==> config.mk <==
export PLATFORM = sky130hd
export DESIGN_NAME = exmem_word_port
export DESIGN_NICKNAME = d
export VERILOG_FILES = /design/src/rtl/exmem_pkg.sv /design/src/rtl/exmem_word_port_word_pack.sv /design/src/rtl/exmem_word_port.sv
export SDC_FILE = /design/constraint.sdc
export NUM_CORES = 1
export LEC_CHECK = 0
export CAP_MARGIN = 20
export CELL_PAD_IN_SITES_DETAIL_PLACEMENT = 1
export CELL_PAD_IN_SITES_GLOBAL_PLACEMENT = 2
export CORE_MARGIN = 2
export CORE_UTILIZATION = 30
export CTS_CLUSTER_DIAMETER = 40
export DETAILED_ROUTE_END_ITERATION = 6
export PLACE_DENSITY = 0.83
export SYNTH_ARGS = -nofsm -noshare
export SYNTH_HDL_FRONTEND = slang
export SYNTH_SLANG_ARGS = --single-unit
==> constraint.sdc <==
create_clock -name clk -period 2.5 [get_ports clk]
set_input_delay 0.5 -clock clk [delete_from_list [all_inputs] [get_ports clk]]
set_output_delay 0.5 -clock clk [all_outputs]
set_load 0.02 [all_outputs]
==> src/rtl/exmem_pkg.sv <==
// Shared types and constants for the word-access adapter to the 256x8 external memory.
package exmem_pkg;

  typedef enum logic [1:0] {
    IDLE = 2'd0,
    XFER = 2'd1,
    RESP = 2'd2
  } state_t;

  localparam logic SZ_BYTE = 1'b0;
  localparam logic SZ_WORD = 1'b1;

  localparam int unsigned BYTES_PER_WORD = 4;
  localparam int unsigned CNT_W          = $clog2(BYTES_PER_WORD);
  localparam int unsigned WORD_W         = 32;

endpackage

==> src/rtl/exmem_word_port_word_pack.sv <==
// word_pack: byte-lane helpers for splitting a write word and assembling a read word.
//   wdata   in  WORD_W  word being written
//   wr_idx  in  CNT_W   lane to place on the memory write bus
//   cap_idx in  CNT_W   lane that captures the incoming read byte
//   wr_byte out LANE_W  selected write byte
//   lane_en out BYTES_PER_WORD one-hot capture enable
module word_pack
  import exmem_pkg::*;
#(
  parameter int unsigned LANE_W = 8
) (
  input  logic [WORD_W-1:0]         wdata,
  input  logic [CNT_W-1:0]          wr_idx,
  input  logic [CNT_W-1:0]          cap_idx,
  output logic [LANE_W-1:0]         wr_byte,
  output logic [BYTES_PER_WORD-1:0] lane_en
);

  // Little-endian lane select and one-hot capture decode.
  always_comb begin
    wr_byte = LANE_W'(wdata >> (32'(wr_idx) * LANE_W));
    lane_en = BYTES_PER_WORD'(1) << cap_idx;
  end

endmodule

==> src/rtl/exmem_word_port.sv <==
// exmem_word_port: sequential byte/word access adapter onto a single 8-bit memory port.
//   clk, reset                    clock, synchronous active-high reset
//   req_valid/req_ready           request handshake (ready only in IDLE)
//   req_write, req_size           1=write / 0=read, 0=byte / 1=word
//   req_addr, req_wdata           start byte address, write data
//   resp_valid, resp_rdata        one-cycle completion pulse and read result
//   mem_adr, mem_writedata,
//   mem_memwrite, mem_memdata     memory port (memory samples on falling edge)
module exmem_word_port
  import exmem_pkg::*;
#(
  parameter int unsigned ADDR_WIDTH = 8,
  parameter int unsigned DATA_WIDTH = 8
) (
  input  logic                  clk,
  input  logic                  reset,
  input  logic                  req_valid,
  output logic                  req_ready,
  input  logic                  req_write,
  input  logic                  req_size,
  input  logic [ADDR_WIDTH-1:0] req_addr,
  input  logic [WORD_W-1:0]     req_wdata,
  output logic                  resp_valid,
  output logic [WORD_W-1:0]     resp_rdata,
  output logic [ADDR_WIDTH-1:0] mem_adr,
  output logic [DATA_WIDTH-1:0] mem_writedata,
  output logic                  mem_memwrite,
  input  logic [DATA_WIDTH-1:0] mem_memdata
);

  state_t              state_q, state_d;
  logic [CNT_W-1:0]    cnt_q, cnt_d;
  logic                write_q, write_d;
  logic                size_q, size_d;
  logic [WORD_W-1:0]   wdata_q, wdata_d;
  logic [WORD_W-1:0]   acc_q, acc_d;

  logic                  ready_d;
  logic                  resp_valid_d;
  logic [WORD_W-1:0]     rdata_d;
  logic [ADDR_WIDTH-1:0] adr_d;
  logic [DATA_WIDTH-1:0] wd_d;
  logic                  mw_d;

  logic [CNT_W-1:0]          wr_idx;
  logic [DATA_WIDTH-1:0]     wr_byte;
  logic [BYTES_PER_WORD-1:0] lane_en;
  logic [WORD_W-1:0]         acc_cap;
  logic                      last;

  // Memory outputs are registered, so the write lane is looked up one step ahead.
  assign wr_idx = CNT_W'(cnt_q + 1'b1);

  word_pack #(.LANE_W(DATA_WIDTH)) u_pack (
    .wdata   (wdata_q),
    .wr_idx  (wr_idx),
    .cap_idx (cnt_q),
    .wr_byte (wr_byte),
    .lane_en (lane_en)
  );

  // Accumulator with the byte arriving at this edge merged into lane cnt.
  always_comb begin
    acc_cap = acc_q;
    for (int unsigned i = 0; i < BYTES_PER_WORD; i++) begin
      if (lane_en[i]) acc_cap[i*DATA_WIDTH +: DATA_WIDTH] = mem_memdata;
    end
  end

  assign last = (size_q == SZ_BYTE) || (cnt_q == CNT_W'(BYTES_PER_WORD - 1));

  // Next-state and next-output decode.
  always_comb begin
    state_d      = state_q;
    cnt_d        = cnt_q;
    write_d      = write_q;
    size_d       = size_q;
    wdata_d      = wdata_q;
    acc_d        = acc_q;
    ready_d      = 1'b0;
    resp_valid_d = 1'b0;
    rdata_d      = resp_rdata;
    adr_d        = mem_adr;
    wd_d         = '0;
    mw_d         = 1'b0;

    case (state_q)
      IDLE: begin
        ready_d = 1'b1;
        if (req_valid) begin
          state_d = XFER;
          cnt_d   = '0;
          write_d = req_write;
          size_d  = req_size;
          wdata_d = req_wdata;
          acc_d   = '0;
          ready_d = 1'b0;
          // First byte access is set up directly from the accepted request.
          adr_d   = req_addr;
          mw_d    = req_write;
          wd_d    = req_write ? req_wdata[DATA_WIDTH-1:0] : '0;
        end
      end
      XFER: begin
        if (!write_q) acc_d = acc_cap;
        if (last) begin
          state_d      = RESP;
          resp_valid_d = 1'b1;
          rdata_d      = write_q ? WORD_W'(0) : acc_cap;
        end else begin
          cnt_d = CNT_W'(cnt_q + 1'b1);
          adr_d = ADDR_WIDTH'(mem_adr + ADDR_WIDTH'(1));
          mw_d  = write_q;
          wd_d  = write_q ? wr_byte : '0;
        end
      end
      RESP: begin
        state_d = IDLE;
        ready_d = 1'b1;
      end
      default: begin
        state_d = IDLE;
        ready_d = 1'b1;
      end
    endcase
  end

  // State and output registers.
  always_ff @(posedge clk) begin
    if (reset) begin
      state_q       <= IDLE;
      cnt_q         <= '0;
      write_q       <= 1'b0;
      size_q        <= SZ_BYTE;
      wdata_q       <= '0;
      acc_q         <= '0;
      req_ready     <= 1'b1;
      resp_valid    <= 1'b0;
      resp_rdata    <= '0;
      mem_adr       <= '0;
      mem_writedata <= '0;
      mem_memwrite  <= 1'b0;
    end else begin
      state_q       <= state_d;
      cnt_q         <= cnt_d;
      write_q       <= write_d;
      size_q        <= size_d;
      wdata_q       <= wdata_d;
      acc_q         <= acc_d;
      req_ready     <= ready_d;
      resp_valid    <= resp_valid_d;
      resp_rdata    <= rdata_d;
      mem_adr       <= adr_d;
      mem_writedata <= wd_d;
      mem_memwrite  <= mw_d;
    end
  end

endmodule
# --- After elaboration in Yosys (flattened, before gate mapping) ---
# Index checks and enable logic that the tools add are counted.
classes:
  addsub: 2
  eq_ne: 6
  shifts: 2
  n_mux: 28
  n_bitwise: 2
  n_reduce_logical: 9
op_table:
  columns: ["op", "n"]
  rows:
  - ["$mux W32", 3]
  - ["$mux W8", 10]
  - ["$pmux W32 S2", 1]
  - ["$pmux W8 S2", 2]
  - ["$shr A32 B5 Y8", 1]
  - ["$add A8 B1 Y8 const B", 1]
  - ["$mux W2", 4]
  - ["$ne A2 B2 Y1 const B", 4]
  - ["$pmux W2 S2", 2]
  - ["$reduce_and A2 Y1", 3]
  - ["$reduce_and A3 Y1", 2]
  - ["$mux W1", 4]
  - ["$pmux W1 S2", 2]
  - ["$shl A1 B2 Y4 const A", 1]
  - ["$add A2 B1 Y2 const B", 1]
  - ["$eq A2 B1 Y1 const B", 1]
  - ["$eq A2 B2 Y1 const B", 1]
  - ["$logic_not A2 Y1", 1]
  - ["$not A1 Y1", 2]
  - ["$reduce_bool A2 Y1", 1]
  - ["$reduce_or A2 Y1", 1]
  - ["$logic_or A1 B1 Y1", 1]
totals:
  ff_bits: 121
  inputBits: 53
  output_inout_bits: 51
  elab_cells: 61

# --- Longest topological paths before layout ---
# Gate-level depths: netlist of the first run.
logic_depth:
  word_depth: 5
  ltp_mapped: 8
  depth_no_buf: 6

# --- Cells and area by module ---
# From an unflattened synthesis of the first run, not the netlist that was laid out.
hier_totals:
  cells_unflattened: 534
  hier_area_um2: 4913.5
modules_own_cells:
  columns: ["mod", "n_inst", "cells_each", "area_per_inst_um2", "seq_area_each_um2"]
  rows:
  - ["exmem_word_port", 1, 520, 4694.5, 2422.3]
  - ["word_pack", 1, 14, 219.0, 0.0]

# --- Least setup slack after synthesis of the first run ---
# No wires, ideal clock.
synth_path:
  kind: "reg2reg"
  startpoint: "reg cnt_q[0]"
  endpoint: "reg mem_writedata[0]"
  arrival_ns: 1.739
  t_required_ns: 2.378
  setup_slack_ns: 0.640
  path_stages_with_launch: 8
  n_path_buf: 2
  period_less_slack_ns: 1.860
  cell_sequence: "dfxtp_1 > buf_2 > inv_1 > ha_1 > clkbuf_1 > mux4_2 > inv_1 > o2bb2ai_1"
synth_via:
  elab_chain_cells: 5
synth_rtl:
  columns: ["element", "line_no", "text"]
  rows:
  - ["from (decl)", "exmem_word_port.sv:32", "logic [CNT_W-1:0] cnt_q, cnt_d;"]
  - ["from (signal assigned)", "exmem_word_port.sv:145", "cnt_q <= cnt_d;"]
  - ["$add A2 B1 Y2", "exmem_word_port.sv:52", "assign wr_idx = CNT_W'(cnt_q + 1'b1);"]
  - ["$shr A32 B5 Y8", "exmem_word_port_word_pack.sv:21", "wr_byte = LANE_W'(wdata >> (32'(wr_idx) * LANE_W));"]
  - ["$mux W8", "exmem_word_port.sv:114", "wd_d = write_q ? wr_byte : '0;"]
  - ["$mux W8 (*)", "exmem_word_port.sv:106", "if (last) begin"]
  - ["$pmux W8 S2 (*)", "exmem_word_port.sv:87", "case (state_q)"]
  - ["to (signal assigned)", "exmem_word_port.sv:154", "mem_writedata <= wd_d;"]
  - ["to (decl)", "exmem_word_port.sv:26", "output logic [DATA_WIDTH-1:0] mem_writedata,"]
# Mark *: on every way between the ends. The rest lies on a longest branch, timed or not.
# A chain may end at the register's enable or synchronous reset.

# --- Worst setup path in the final report of the first run ---
layout_path:
  startpoint: "reg mem_adr[2]"
  endpoint: "out mem_adr[2]"
layout_lines:
  columns: ["element", "line_no", "text"]
  rows:
  - ["from (decl)", "exmem_word_port.sv:25", "output logic [ADDR_WIDTH-1:0] mem_adr,"]
  - ["from (signal assigned)", "exmem_word_port.sv:153", "mem_adr <= adr_d;"]
# No word-level cell between the ends.

==> results, run 1 <==
- The flow ran to the end, and the final reports show no timing, DRC or antenna violations.
- The internal power contribution is 3.90 mW.
- The share of the yosys chip area belonging to registers is 47.6%.
- The synthesized netlist cell count is 575.
- The number of top-level pins is 104.
- For the worst setup path, the data required time is 2.00 ns.
- The per-cell via count in the routed design is 4.91.
- The weighted congestion reported at the end of routability-driven placement is 0.722.
- The final core utilization is 41.7%.
- The fill cell total of the finished layout is 1913.
- For this run, design rule violations remaining after detail routing come to 0.
- The number of antenna violations at the first check in global routing is 0.
- The routed layout has 4407 vias.
- The summed negative setup slack over all endpoints is 0 ns.
- The number of hold-slack violations in the final timing report was 0.
- The worst hold margin is 0.453 ns.
- The worst relative slew slack is 52.1%.
- In the final layout, the multi-input gates occupy 2420 sq um.
- The synthesized area per cell is 8.85 sq um.
- Of all nets on the critical path, the largest fanout is 7.
- The final net count is 723.
- The clock root buffer is clkbuf_16.
- The delay contributed by the slowest stage of the critical path is 0.66 ns.
- The first-pass GRT wire length is 23.8 mm.
- The worst-margin pin slew is 0.718 ns.
- In this run the post-CTS setup repair buffer count came out at 0.
- The analysis attributes to net switching a power of 1.18 mW.
- The core area is 16600 sq um.
- The total routed wirelength is 14.8 mm.
- The final number of max-transition violations is 0.
- The number of warning messages in the yosys log is 0.
- The sequential cell area in the final layout is 2420 sq um.
- The signal on the critical path passes through clkdlybuf4s50_1.
- The critical path capture point type is an output pin.
- The cell type of the slowest stage on the worst timing path is clkdlybuf4s50_1.
- Per report_power, the sequential group accounts for 40.2% of the total.
- The number of nets with antenna violations after detailed routing is 0.
- The die covers 18000 sq um.
- The setup violation total in the final timing report is 0.
- The number of port buffers is 103.
- Setup repair after global routing left no endpoint under its margin.
- Combinational logic is responsible for 10.0% of the overall power.
- Leaving out fill and tap cells, the most frequent cells in the layout are dfxtp_1 (121), clkdlybuf4s50_1 (102), nand2_1 (83).
- For this design the static power due to leakage is 2.42 nW.
- The floorplan die height is 134 microns.
- The final worst-path setup slack is 0.484 ns.
- The average detailed-routed wire length per instance is 16.5 microns.
- The mapped cell area is 5090 sq um.
- The die extent in x is 134 microns.
- In this run the core area contains 47 standard-cell rows.
- By area the synthesized netlist is led by dfxtp_1 (48%), a21oi_1 (7.9%), mux2i_1 (6.7%).
- The post-placement setup slack is 0.295 ns.
- The fraction of synthesized cell area taken by the top area cell type is 47.6%.
- The TritonCTS buffer count is 17.
- The number of nets in the synthesized netlist is 633.
- The post-route netlist has 10.6% of its cells at a drive strength greater than 1.
- The highest ir drop seen on vdd is 0.567 mV.
- For this run the aggregate overflow at the end of global routing stands at 0.
- The fraction of power spent switching nets is 23.2%.
- The longest clock path from root to sink contains 2 buffers.
- The first-pass iteration count of the detailed router is 5.
- The post-synthesis register bit count is 121.
- The repair_antennas step left the layout with diodes totalling 0.
- The hold buffer count at CTS is 0.
- Gates resized during post-CTS repair numbered 0.
- The maximum number of pins on one net before global-route repair is 68.
- Max-cap violations in this run came to 0.
- The clock drives 121 sinks.
- In the global route stage, overall resource usage came out at 17.0%.
- At the worst endpoint, the arrival time is 1.52 ns.
- For this configuration, the core starts out at a cell density of 30.7%.
- The TritonCTS clock tree is done.
- Leaving out fill and tap cells, the most frequent cell in the layout is dfxtp_1.
- On the final layout, the worst clock skew is 0.00442 ns.
- The final period utilization is 80.6%.
- The total power divided by cell area is 735 nW/um^2.
- The number of buffer and inverter stages on the critical path is 1.
- The largest area contributor in the synthesized netlist is dfxtp_1.
- The startpoint class of the critical path is a register.
- The number of DRC markers after the initial detailed-route iteration is 191.
- The number of library cell types mapped by synthesis is 43.
- The relative area change from synthesis to final layout is 35.8%.
- Among cell families on the critical path, the largest total delay comes from buffers and inverters.
- The worst hold path belongs to the class register to register.
- The category of the most critical setup path is register to output pin.
- Summed over all nets, the half-perimeter wirelength after detailed placement is 10.0 mm.
- Counting I/O delays and the setup requirement, the final critical path takes 2.02 ns.
- The clock latency reported for the late side of the worst-skew pair is 0.42 ns.
- The maximum clock frequency is 496 MHz.
- After clock tree synthesis, the clock-pin slew on the worst setup and hold paths is 0.05 ns.
- Per report_power, the clock group accounts for 49.8% of the total.
- The number of global-route vias before repair is 4697.
- The maximum level of the CTS H-tree is 4.
==> synth_stat cells <==
cell type and instances:
nor3b_2 1, and2b_2 1, o21ai_1 1, a21boi_0 1, nor3_1 3, o32ai_1 2
o21ai_2 1, a21o_1 1, nand2b_1 4, a211oi_1 2, mux2i_1 34, buf_4 2
inv_1 12, nand4_1 1, dfxtp_1 121, a21oi_1 80, a221oi_1 1, nor3b_1 2
clkbuf_2 2, buf_6 2, nand3_1 5, ha_1 5, or3b_1 2, a22oi_1 26
nor2_4 10, nor2_1 80, nor2_2 4, o21ai_0 5, buf_1 1, o2bb2ai_1 8
or3_1 7, mux4_2 8, nand2_1 83, nor2b_1 1, buf_2 16, a221o_1 1
a311oi_1 3, and2_1 3, nor3_2 1, clkbuf_1 22, mux2_2 2, nor4_1 7
nor4bb_1 1
==> registers in the layout, summed over array words and instances, names as in the netlist, 2 cells and up <==
name and flops:
mem_adr 8, state_q 2, mem_writedata 8, cnt_q 2
wdata_q 32, acc_q 32, resp_rdata 32
==> power groups by stage <==
stage / logic [mW] / clock network, mW / registers, mW
floorplan: 0.266 / 0 / 2.10
global route: 0.558 / 2.68 / 2.05
CTS: 0.515 / 2.59 / 2.05
finish: 0.508 / 2.53 / 2.05
global placement: 0.497 / 0 / 2.08
detailed placement: 0.510 / 0 / 2.09
==> metrics by stage <==
step | total power, mW | instances | instance area, sq um
5_1_grt | 5.29 | 898 | 6910
3_3_place_gp | 2.58 | 866 | 6300
4_1_cts | 5.16 | 898 | 6910
2_1_floorplan | 2.36 | 575 | 5090
6_report | 5.08 | 898 | 6910
3_5_place_dp | 2.60 | 866 | 6300
==> worst min-delay path, stage by stage, from the launching register on <==
cell	delay, ns
dfxtp_1	0.31
nand2_1	0.05
a21oi_1	0.05
==> logic make-up (layout without fill, tap and decap cells) <==
logic type	count (synthesis)	in the layout	synth area share, %
multiplexers	44	44	10.7
AND/OR/NAND/NOR	216	216	19.8
adder cells (fa/ha/maj)	5	5	1.23
flip-flops	121	121	47.6
buffers and inverters	57	160	5.09
AO/OA/AOI/OAI	132	132	15.7
==> cell type report <==
cell class                      instances  area share, %
Timing Repair Buffer                  116           16.5
Inverter                               12          0.651
Sequential cell                       121           35.0
Clock buffer                           24           7.26
Multi-Input combinational cell        397           34.9
Clock inverter                          8           1.66
Tap cell                              220           3.98
==> worst paths after layout <==
kind | start | to | slack, ns | cells past startpoint
setup / recovery | mem_adr[2]$_SDFFE_PP0P_ | mem_adr[2] | 0.48 | 1
hold / removal | wdata_q[22]$_SDFFE_PP0P_ | wdata_q[22]$_SDFFE_PP0P_ | 0.45 | 2
setup reg to reg | cnt_q[1]$_SDFFE_PP0P_ | resp_rdata[3]$_SDFFE_PP0P_ | 0.53 | 7
hold reg to reg | wdata_q[22]$_SDFFE_PP0P_ | wdata_q[22]$_SDFFE_PP0P_ | 0.45 | 2
==> metal layers <==
layer | GRT usage (%) | routed length [microns] | vias to the layer above
met5 | 0 | 0 | -
met4 | 6.61 | 116 | 0
met3 | 4.31 | 615 | 7
met2 | 28.9 | 7370 | 98
met1 | 20.6 | 6670 | 2138
li1 | - | - | 2164
Power figures use the tool's default switching activity.
==> run 2, diff against run 1 <==
- CORE_UTILIZATION: 30 -> 28
- PLACE_DENSITY: 0.83 -> 0.82
- clock period: 2.5 -> 1.82 ns (I/O delays scaled with it)
==> run 2 against run 1 <==
Non-clock buffer count grew 17; largest power group unchanged; combinational power increased by 47%; critical path type unchanged; largest cell class is now multi-input gates; design area grew 3.3%; highest routed layer unchanged.
==> results, run 2 (synthesis gave the netlist of run 1 again) <==
- The buffer count from post-CTS setup fixing is 0.
- The required arrival time at the worst endpoint is 1.46 ns.
- The core area is 17900 sq um.
- The length in cells of the worst reg-to-reg path is 5.
- Setup repair after global routing left no endpoint under its margin.
- The post-placement setup slack is -0.137 ns.
- The number of buffers on the longest clock path is 2.
- The repair_antennas step left the layout with diodes totalling 0.
- The wire length on met2 is 7.50 mm.
- CTS built an H-tree with a depth of 4.
- The number of top-level pins is 104.
- The detail route stage leaves a number of antenna-violating nets equal to 0.
- The TritonCTS buffer count is 17.
- For this block, the initial DRC count from the detailed router was 206.
- In the final routed layout, each cell accounts on average for 16.4 microns.
- Across the routed clock network, the largest skew measured is 0.00970 ns.
- The flop-to-flop setup slack is 0.11 ns.
- The path with the worst hold slack has its endpoint at wdata_q[17]$_SDFFE_PP0P_.
- The cell area reported after detailed placement is 6520 sq um.
- Global routing used 16.3% of the available tracks.
- The total power divided by cell area is 982 nW/um^2.
- The final number of max-transition violations is 0.
- The largest registers in the layout are acc_q (32), resp_rdata (32), wdata_q (32).
- The library cell used most frequently in the layout, excluding fill and tap cells, is dfxtp_1.
- In this run the static leakage power is 2.56 nW.
- Once the floorplan was initialized, standard cells occupied 28.4% of the core.
- The fill cell total of the finished layout is 2016.
- Routability-driven placement finished with a final weighted congestion of 0.750.
- The total chip power is 7.01 mW.
- The clock root buffer is clkbuf_16.
- For this run, design rule violations remaining after detail routing come to 0.
- The final worst-path setup slack is 0.0566 ns.
- The summed negative setup slack over all endpoints is 0 ns.
- The maximum number of pins on one net before global-route repair is 58.
- Of the cells placed in the final design, the portion with a size suffix greater than 1 is 13.8%.
- The setup violation total in the final timing report is 0.
- After detailed routing, the wire length on met1 is 6.77 mm.
- The number of antenna violations at the first check in global routing is 0.
- The relative area change from synthesis to final layout is 40.3%.
- The critical path goes through clkdlybuf4s50_1.
- The endpoint identified for the worst register-to-register timing path is mem_writedata[7]$_SDFF_PP0_.
- The number of max-capacitance violations reported is 0.
- The first global-routing pass estimated 25.3 mm of wire.
- The die outline area is 19300 sq um.
- For the pin with the worst max-slew slack, the measured transition is 0.509 ns.
- After global routing the overflow that remains totals 0.
- The wire-length estimate of the detail-placed layout is 10.3 mm.
- The total routed wirelength is 15.2 mm.
- STA classifies the critical path endpoint as an output pin.
- The final period utilization is 96.9%.
- Among cell families on the critical path, the largest total delay comes from buffers and inverters.
- The number of port buffers is 103.
- The area of all placed cells without fillers is 7140 sq um.
- In the layout the commonest cells are dfxtp_1 (118), clkdlybuf4s50_1 (95), nand2_1 (83).
- In the routed layout, each cell is associated on average with a via count of 4.92.
- The die extent in x is 139 microns.
- On the critical path, the stage with the largest delay is an instance of clkdlybuf4s50_1.
- In the final layout, the multi-input gates occupy 2440 sq um.
- In this run the vertical extent of the chip is 139 microns.
- The worst hold margin is 0.314 ns.
- In this run the worst path has a maximum fanout of 2.
- After detailed routing, the met3 layer carries 700 microns of wire.
- The number of instances on the worst hold path is 2.
- The highest metal layer carrying signal wires in the routed design is met4.
- The class of the tightest hold or removal check is primary input to register.
- The worst relative slew slack is 66.0%.
- The data arrival at the endpoint of the critical path is 1.40 ns.
- The number of hold-slack violations in the final timing report is 0.
- STA classifies the critical path startpoint as a register.
- The number of global-route vias before repair is 4992.
- The floorplan has 49 rows.
- The maximum clock frequency is 567 MHz.
- VDD sags by at most 0.685 mV.
- The TritonCTS clock tree is done.
- The worst hold path begins at reset.
- The clock period minus worst slack is 1.76 ns.
- The clock-pin slew on the worst setup and hold paths is 0.06 ns.
- The final net count is 740.
- The number of buffers and inverters on the critical path is 1.
- The critical path in this run is classified as register to output pin.
- The clock drives 121 sinks.
- The clock latency reported for the late side of the worst-skew pair is 0.42 ns.
- The flow ran to the end, and the final reports show no timing, DRC or antenna violations.
- The number of vias after detailed routing is 4543.
- On the worst path, the slowest cell contributes a delay of 0.62 ns.
- The origin of the critical flop-to-flop path is cnt_q[0]$_SDFFE_PP0P_.
- In the final layout, flip-flops and latches occupy 2430 sq um.
- The first-pass iteration count of the detailed router is 4.
- For this design, the CTS-stage hold fixing added 0 buffers.
-- run 2: metal layers --
metal  up-vias  GRT usage [%]
met5         -              0
met4         0           5.10
met3        22           4.83
met2       115           28.2
met1      2215           19.6
li1       2191              -
-- run 2: worst max path at each step --
stage                     depth (start not counted)                         from                     endpoint  slack [ns]
final                                             1  resp_rdata[19]$_SDFFE_PP0P_               resp_rdata[19]        0.06
after CTS                                         5        cnt_q[0]$_SDFFE_PP0P_  mem_writedata[7]$_SDFF_PP0_        0.02
after global placement                            6                    req_valid      mem_adr[3]$_SDFFE_PP0P_       -0.08
after floorplan                                   8        cnt_q[0]$_SDFFE_PP0P_   resp_rdata[5]$_SDFFE_PP0P_       0.005
after global routing                              1  resp_rdata[19]$_SDFFE_PP0P_               resp_rdata[19]       0.007
after detailed placement                          5                    req_valid     wdata_q[29]$_SDFFE_PP0P_       -0.14
-- run 2: timing repair --
| action | CTS | global route |
|---|---|---|
| endpoints found under the setup margin | 27 | 24 |
| resized for setup | 10 | 5 |
| hold endpoints to repair | 0 | 0 |
-- run 2: report_power, final --
part,leakage (nW),switching [mW],total (mW),internal [mW]
Combinational,1.27,0.411,0.748,0.337
Clock,0.299,1.17,3.45,2.28
Sequential,0.985,0.0684,2.81,2.74
Total,2.56,1.65,7.01,5.36
-- run 2: layout make-up --
class | count | area share (%)
Multi-Input combinational cell | 397 | 34.2
Sequential cell | 121 | 34.0
Timing Repair Buffer | 133 | 18.7
Clock buffer | 23 | 6.83
Tap cell | 229 | 4.01
Clock inverter | 8 | 1.65
Inverter | 12 | 0.630
-- run 2: through the flow --
step                cells  util (%)
finish                923      39.9
floorplan             575         -
CTS                   923      39.9
global placement      892      36.4
global route          923      39.9
detailed placement    892      36.4
